### config.mk
export PLATFORM = sky130hd
export DESIGN_NAME = instfetch_stage_flat
export DESIGN_NICKNAME = d
export VERILOG_FILES = /design/src/rtl/instfetch_stage_if.sv /design/src/rtl/instfetch_stage.sv /design/src/flat_wrapper.sv
export SDC_FILE = /design/constraint.sdc
export NUM_CORES = 1
export LEC_CHECK = 0
export BUFFER_PORTS_ARGS = -buffer_cell sky130_fd_sc_hd__clkbuf_2
export CAP_MARGIN = 5
export CORE_ASPECT_RATIO = 1.5
export CORE_MARGIN = 10
export CORE_UTILIZATION = 30
export DETAILED_ROUTE_END_ITERATION = 8
export PLACE_DENSITY = 0.53
export SLEW_MARGIN = 40
export SYNTH_ARGS = -nofsm -noshare
export SYNTH_HDL_FRONTEND = slang
export SYNTH_SLANG_ARGS = --single-unit
### constraint.sdc
create_clock -name clk -period 2.7 [get_ports clk]
set_clock_uncertainty 0.1 [all_clocks]
set_input_delay 0.405 -clock clk [delete_from_list [all_inputs] [get_ports clk]]
set_output_delay 0.405 -clock clk [all_outputs]
set_load 0.1 [all_outputs]
### src/rtl/instfetch_stage_if.sv
// Instruction-memory bus between the IF stage and imem.
// req/addr/gnt request handshake, in-order rvalid/rdata responses.
interface instfetch_stage_if;
    logic        imem_req;
    logic [31:0] imem_addr;
    logic        imem_gnt;
    logic        imem_rvalid;
    logic [31:0] imem_rdata;

    modport master (
        output imem_req,
        output imem_addr,
        input  imem_gnt,
        input  imem_rvalid,
        input  imem_rdata
    );

    modport slave (
        input  imem_req,
        input  imem_addr,
        output imem_gnt,
        output imem_rvalid,
        output imem_rdata
    );
endinterface

### src/rtl/instfetch_stage.sv
// IF stage: sequential fetch, prefetch FIFO, redirect and
// misaligned-target handling, feeding pc2/instr2 to decode.
module instfetch_stage #(
    parameter logic [31:0] RESET_PC   = 32'h0000_0000,
    parameter int          FIFO_DEPTH = 2
) (
    input  logic              clk,
    input  logic              nrst,
    input  logic              redirect,
    input  logic [31:0]       redirect_pc,
    input  logic              hold,
    instfetch_stage_if.master imem,
    output logic [31:0]       pc2,
    output logic [31:0]       instr2,
    output logic              instruction_addr_misaligned2,
    output logic              fetch_valid2
);
    localparam logic [31:0] NOP = 32'h0000_0033;
    localparam int AW = (FIFO_DEPTH > 1) ? $clog2(FIFO_DEPTH) : 1;
    localparam int CW = AW + 1;
    localparam logic [CW:0] DEPTH_C = (CW + 1)'(FIFO_DEPTH);

    typedef enum logic [1:0] {
        FETCH = 2'd0,
        MISAL = 2'd1,
        HALT  = 2'd2
    } state_t;

    typedef struct packed {
        logic [31:0] pc;
        logic [31:0] instr;
    } fetch_entry_t;

    state_t        state_q;
    state_t        state_d;
    logic [31:0]   fetch_pc_q;
    logic [31:0]   resp_pc_q;
    logic [31:0]   pc2_q;
    logic [CW-1:0] outstanding_q;
    logic [CW-1:0] discard_q;
    logic [CW-1:0] count_q;
    logic [AW-1:0] wr_ptr_q;
    logic [AW-1:0] rd_ptr_q;
    fetch_entry_t  fifo_q [FIFO_DEPTH];

    logic          credit_ok;
    logic          fire;
    logic          rsp;
    logic          drop;
    logic          push;
    logic          pop;
    logic          fifo_pop;
    logic          fifo_empty;
    fetch_entry_t  head;

    // Request issue under the credit rule, response classification
    always_comb begin
        credit_ok = ({1'b0, outstanding_q} + {1'b0, count_q})
                    < DEPTH_C;
        imem.imem_req  = nrst && (state_q == FETCH)
                         && !redirect && credit_ok;
        imem.imem_addr = fetch_pc_q;
        fire = imem.imem_req && imem.imem_gnt;
        rsp  = imem.imem_rvalid && (outstanding_q != '0);
        drop = rsp && (discard_q != '0);
        push = rsp && !drop && !redirect;
    end

    // Present FIFO head, misaligned marker, or idle NOP
    always_comb begin
        fifo_empty = (count_q == '0);
        head = fifo_q[rd_ptr_q];
        pc2 = pc2_q;
        instr2 = NOP;
        instruction_addr_misaligned2 = 1'b0;
        fetch_valid2 = 1'b0;
        unique case (1'b1)
            (state_q == MISAL): begin
                pc2 = fetch_pc_q;
                instruction_addr_misaligned2 = 1'b1;
                fetch_valid2 = 1'b1;
            end
            ((state_q == FETCH) && !fifo_empty): begin
                pc2 = head.pc;
                instr2 = head.instr;
                fetch_valid2 = 1'b1;
            end
            default: begin
            end
        endcase
        pop = fetch_valid2 && !hold;
        fifo_pop = pop && (state_q == FETCH) && !fifo_empty;
    end

    // Next state: redirect wins, marker pop parks in HALT
    always_comb begin
        state_d = state_q;
        if (redirect) begin
            if (redirect_pc[1:0] == 2'b00) begin
                state_d = FETCH;
            end else begin
                state_d = MISAL;
            end
        end else if ((state_q == MISAL) && !hold) begin
            state_d = HALT;
        end
    end

    // State register
    always_ff @(posedge clk or negedge nrst) begin
        if (!nrst) begin
            state_q <= FETCH;
        end else begin
            state_q <= state_d;
        end
    end

    // Fetch/response pointers, credits, discard and FIFO control
    always_ff @(posedge clk or negedge nrst) begin
        if (!nrst) begin
            fetch_pc_q    <= RESET_PC;
            resp_pc_q     <= RESET_PC;
            outstanding_q <= '0;
            discard_q     <= '0;
            count_q       <= '0;
            wr_ptr_q      <= '0;
            rd_ptr_q      <= '0;
        end else if (redirect) begin
            fetch_pc_q    <= redirect_pc;
            resp_pc_q     <= redirect_pc;
            outstanding_q <= outstanding_q - CW'(rsp);
            discard_q     <= outstanding_q - CW'(rsp);
            count_q       <= '0;
            wr_ptr_q      <= '0;
            rd_ptr_q      <= '0;
        end else begin
            if (fire) begin
                fetch_pc_q <= fetch_pc_q + 32'd4;
            end
            outstanding_q <= outstanding_q + CW'(fire)
                             - CW'(rsp);
            if (drop) begin
                discard_q <= discard_q - CW'(1);
            end
            if (push) begin
                resp_pc_q <= resp_pc_q + 32'd4;
                wr_ptr_q  <= wr_ptr_q + AW'(1);
            end
            if (fifo_pop) begin
                rd_ptr_q <= rd_ptr_q + AW'(1);
            end
            count_q <= count_q + CW'(push) - CW'(fifo_pop);
        end
    end

    // Prefetch storage, written with the pc the response belongs to
    always_ff @(posedge clk or negedge nrst) begin
        if (!nrst) begin
            for (int i = 0; i < FIFO_DEPTH; i++) begin
                fifo_q[i] <= '0;
            end
        end else if (push) begin
            fifo_q[wr_ptr_q] <= '{pc: resp_pc_q,
                                   instr: imem.imem_rdata};
        end
    end

    // Remember last presented pc for idle cycles
    always_ff @(posedge clk or negedge nrst) begin
        if (!nrst) begin
            pc2_q <= RESET_PC;
        end else begin
            pc2_q <= pc2;
        end
    end
endmodule
### src/flat_wrapper.sv
// flat-port wrapper written by rule: the top's interface ports become plain ports
module instfetch_stage_flat 
#(
    parameter logic [31:0] RESET_PC   = 32'h0000_0000,
    parameter int          FIFO_DEPTH = 2
)
  (clk, nrst, redirect, redirect_pc, hold, pc2, instr2, instruction_addr_misaligned2, fetch_valid2, imem_imem_req, imem_imem_addr, imem_imem_gnt, imem_imem_rvalid, imem_imem_rdata);
  instfetch_stage_if imem_i ();
  input  logic clk;
  input  logic nrst;
  input  logic redirect;
  input  logic [31:0] redirect_pc;
  input  logic hold;
  output logic [31:0] pc2;
  output logic [31:0] instr2;
  output logic instruction_addr_misaligned2;
  output logic fetch_valid2;
  output wire logic [$bits(imem_i.imem_req)-1:0] imem_imem_req;
  output wire logic [$bits(imem_i.imem_addr)-1:0] imem_imem_addr;
  input wire logic [$bits(imem_i.imem_gnt)-1:0] imem_imem_gnt;
  input wire logic [$bits(imem_i.imem_rvalid)-1:0] imem_imem_rvalid;
  input wire logic [$bits(imem_i.imem_rdata)-1:0] imem_imem_rdata;
  assign imem_imem_req = imem_i.imem_req;
  assign imem_imem_addr = imem_i.imem_addr;
  assign imem_i.imem_gnt = imem_imem_gnt;
  assign imem_i.imem_rvalid = imem_imem_rvalid;
  assign imem_i.imem_rdata = imem_imem_rdata;
  instfetch_stage #(.RESET_PC(RESET_PC), .FIFO_DEPTH(FIFO_DEPTH)) u_core (.clk(clk), .nrst(nrst), .redirect(redirect), .redirect_pc(redirect_pc), .hold(hold), .imem(imem_i), .pc2(pc2), .instr2(instr2), .instruction_addr_misaligned2(instruction_addr_misaligned2), .fetch_valid2(fetch_valid2));
endmodule
==> reports/results.md <==
| Quantity | Value |
|---|---|
| Worst min-delay path class | input pin to async pin |
| Routing usage on met1 | 0.173 |
| Sum of internal, switching and leakage power | 14.4 mW |
| Half-perimeter wire length after detailed placement | 22600 um |
| Relative contribution of the clock network to total power | 0.242 |
| Startpoint kind of the worst setup timing path | register |
| Average via count per standard cell | 4.95 |
| Internal power component | 9.03 mW |
| Signed area change from the synthesized netlist to the final layout | 38.1% |
| Area enclosed by the die boundary | 44300 um2 |
| Actual transition at the worst max-transition pin | 0.648 ns |
| Area of the core | 35800 um2 |
| Crit path time final | 3.04 ns |
| # H-tree levels | 1 |
| Share of async-settable or async-resettable flops after synthesis | 1.00 |
| GR met2 Demand/Resource | 0.254 |
| Effective utilization at floorplan | 0.302 |
| Max-cap violations | 0 |
| Highest net fanout along the worst path | 2 |
| Most frequently used cell type in the post-synthesis netlist | sky130_fd_sc_hd__dfrtp_1 |
| Top cells by area, synth | sky130_fd_sc_hd__dfrtp_1, sky130_fd_sc_hd__mux2_2, sky130_fd_sc_hd__mux2i_1, sky130_fd_sc_hd__a221o_1, sky130_fd_sc_hd__nor2_1 |
| Count of pins on the block boundary | 169 |
| Switching power | 5.38 mW |
| Clock Pin Slew Worst Setup and Hold Paths | 0.06 ns |
| Flop and latch count out of synthesis | 234 |
| Per-cell routed wire length | 20.4 um |
| Sequential fraction of design power | 0.373 |
| ANT nets after route | 0 |
| Final number of setup-violating endpoints | 33 |
| Fmax | 329 MHz |
| Via count of the first global-routing pass | 8790 |
| Register area share after synthesis | 0.540 |
| Run status | finished, violations left |
| Placement Setup Slack | -0.0494 ns |
| Combinational power share | 0.385 |
| Layout Nets | 1235 |
| Die H | 253 um |
| Area share of the largest cell type after synthesis | 0.540 |
| Tightest hold margin | -0.446 ns |
| Final worst slack | -0.341 ns |
| EDFF count, synth | 0 |
| Main flop type after synthesis | sky130_fd_sc_hd__dfrtp_1 |
| Number of design rule violations left after detail routing | 0 |
| Cell total after placement | 1562 |
| Average instance area after synthesis | 11.7 um2 |
| Netlist cell types | 51 |
| RSZ-0062 raised after global routing | yes |
| DIE WIDTH | 175 um |
| Violated checks | negative hold slack, negative setup slack |
| Global-route wire length before repair | 51200 um |
| Warnings from Yosys | 0 |
| Cell Area, Synth | 10800 um2 |
| Count of input and output buffers | 168 |
| Iteration count of the initial detailed-routing pass | 4 |
| Sinks on the clock net | 234 |
| CTS tree | built |
| Final Hold Vio Count | 100 |
| Syn Nets | 1003 |
| Category of the most critical setup path | register to output pin |
| Fin crit share | 1.13 |
| Worst relative slew slack | 0.568 |
| Most numerous cell types in the synthesized netlist | sky130_fd_sc_hd__dfrtp_1, sky130_fd_sc_hd__mux2_2, sky130_fd_sc_hd__nor2_1 |
| Remaining Overflow, GRT | 0 |
| Worst skew pair latency | 0.54 ns |
| Global routing's busiest layer | met2 |
| Grt met3 use | 0.0244 |
| Maximum number of pins on one net before global-route repair | 127 |
| Cell taking the most area after synthesis | sky130_fd_sc_hd__dfrtp_1 |
| Total clock buffers created by CTS | 25 |
| Cell Rows | 85 |
| Final-report max-slew violation count | 0 |
| Routed vias | 8178 |
| Sum of negative setup slack | -1.69 ns |
| Final cell count without fillers | 1653 |
| Total Routing Usage GR | 0.145 |
| Total Routed Length | 33800 um |
| Cell area after placement | 13200 um2 |
| Instance count of the mapped netlist | 925 |
| Number of violations reported at the end of detailed-routing iteration 0 | 444 |
| Number of antenna violations at the first check in global routing | 0 |
| P_leak | 6.47 nW |
| Final weighted congestion of routability-driven global placement | 0.807 |
| Peak supply drop | 0.501 mV |
| Critical path endpoint category | output pin |
| Switching fraction of total power | 0.373 |
| Share of cells above drive strength 1 | 0.433 |
| Number of diodes | 0 |
| Total power per unit cell area | 963 nW/um2 |
| Critical Path RT | 2.19 ns |
| Buffers from clock root to sink, at most | 3 |
| Worst Path Arrival | 2.54 ns |
| Design area | 15000 um2 |
| Root buffer cell | sky130_fd_sc_hd__clkbuf_16 |
-- area by class of cell --
class                      count  area (um2)
sequential                   234        5860
tap                          478         598
inverter                      21        91.3
multi-input combinational    617        4910
clock inverter                 8        71.3
fill                        3441       20900
timing repair buffer         258        2660
clock buffer                  37         761
-- cell families (layout without fill, tap and decap cells) --
group / after synthesis / in the layout / share of synthesized area
xor+xnor: 36 / 36 / 0.0291
compound gates: 130 / 130 / 0.0860
flops: 234 / 234 / 0.540
buf+inv: 74 / 324 / 0.0285
simple gates: 249 / 249 / 0.112
mux: 194 / 194 / 0.194
fa+ha+maj: 8 / 8 / 0.00993
-- layer usage --
layer | routed length [um] | part of all wire
met1 | 13900 | 0.41
met2 | 17300 | 0.51
met3 | 1550 | 0.046
met4 | 1010 | 0.030
met5 | 0 | 0
-- power groups by stage --
stage / combinational (mW) / sequential [mW] / clock (mW)
6_report: 5.55 / 5.37 / 3.49
5_1_grt: 5.89 / 5.52 / 3.72
4_1_cts: 5.38 / 5.37 / 3.60
3_5_place_dp: 5.23 / 5.43 / 0
3_3_place_gp: 5.15 / 5.36 / 0
2_1_floorplan: 3.43 / 5.59 / 0
-- worst max-delay path, cell delays in order (launching register included) --
cell,delay (ns)
sky130_fd_sc_hd__dfrtp_1,0.37
sky130_fd_sc_hd__inv_2,0.05
sky130_fd_sc_hd__nor2_2,0.10
sky130_fd_sc_hd__fa_1,0.42
sky130_fd_sc_hd__or4b_4,0.51
sky130_fd_sc_hd__buf_6,0.14
sky130_fd_sc_hd__nor3_4,0.21
sky130_fd_sc_hd__buf_12,0.22
-- flip-flops by register name (all words and copies together), names as in the netlist --
name,cells
u_core.outstanding_q,2
u_core.count_q,2
u_core.state_q,2
u_core.wr_ptr_q,1
u_core.imem.imem_addr,32
u_core.fifo_q,128
u_core.pc2_q,32
u_core.rd_ptr_q,1
u_core.discard_q,2
u_core.resp_pc_q,32
-- placed cells by master, fill, tap and decap left out, types with 31 or more instances in the layout --
| master | Yosys | routed |
|---|---|---|
| sky130_fd_sc_hd__buf_12 | 0 | 56 |
| sky130_fd_sc_hd__mux2i_1 | 64 | 64 |
| sky130_fd_sc_hd__o21ai_0 | 48 | 47 |
| sky130_fd_sc_hd__nand3_1 | 34 | 34 |
| sky130_fd_sc_hd__nor2_2 | 1 | 31 |
| sky130_fd_sc_hd__nor2_1 | 80 | 41 |
| sky130_fd_sc_hd__dfrtp_1 | 234 | 229 |
| sky130_fd_sc_hd__nand2_1 | 65 | 65 |
| sky130_fd_sc_hd__mux2_2 | 130 | 130 |
| sky130_fd_sc_hd__buf_4 | 1 | 55 |
| sky130_fd_sc_hd__clkbuf_2 | 0 | 103 |
-- path summary, 6_finish.rpt --
check	from	to	slack, ns	depth (start not counted)
worst min-delay path	nrst	u_core.fifo_q[25]	-0.45	1
worst max-delay path	u_core.count_q[0]	imem_imem_req	-0.34	7
min in group clk	redirect_pc[15]	u_core.resp_pc_q[15]	0.02	3
max in group asynchronous	nrst	u_core.fifo_q[33]	1.55	5
worst max register to register	u_core.count_q[0]	u_core.imem.imem_addr[19]	0.02	9
worst min register to register	u_core.fifo_q[95]	u_core.fifo_q[95]	0.40	1
-- metrics by stage --
stage,utilization,hold WS [ns]
2_1_floorplan,-,0.00941
3_3_place_gp,0.368,0.109
3_5_place_dp,0.369,0.108
4_1_cts,0.402,-0.471
5_1_grt,0.417,-0.468
6_report,0.417,-0.446
-- repair_timing --
action                     4_1_cts  5_1_grt
setup endpoints to repair       61       67
hold buffers                    14        2
pin swaps                        6       16
setup buffers                    6       15
hold endpoints to repair       197       45
gates resized for setup         10       81
cloned                           3        6
(Power assumes the default switching activity.)
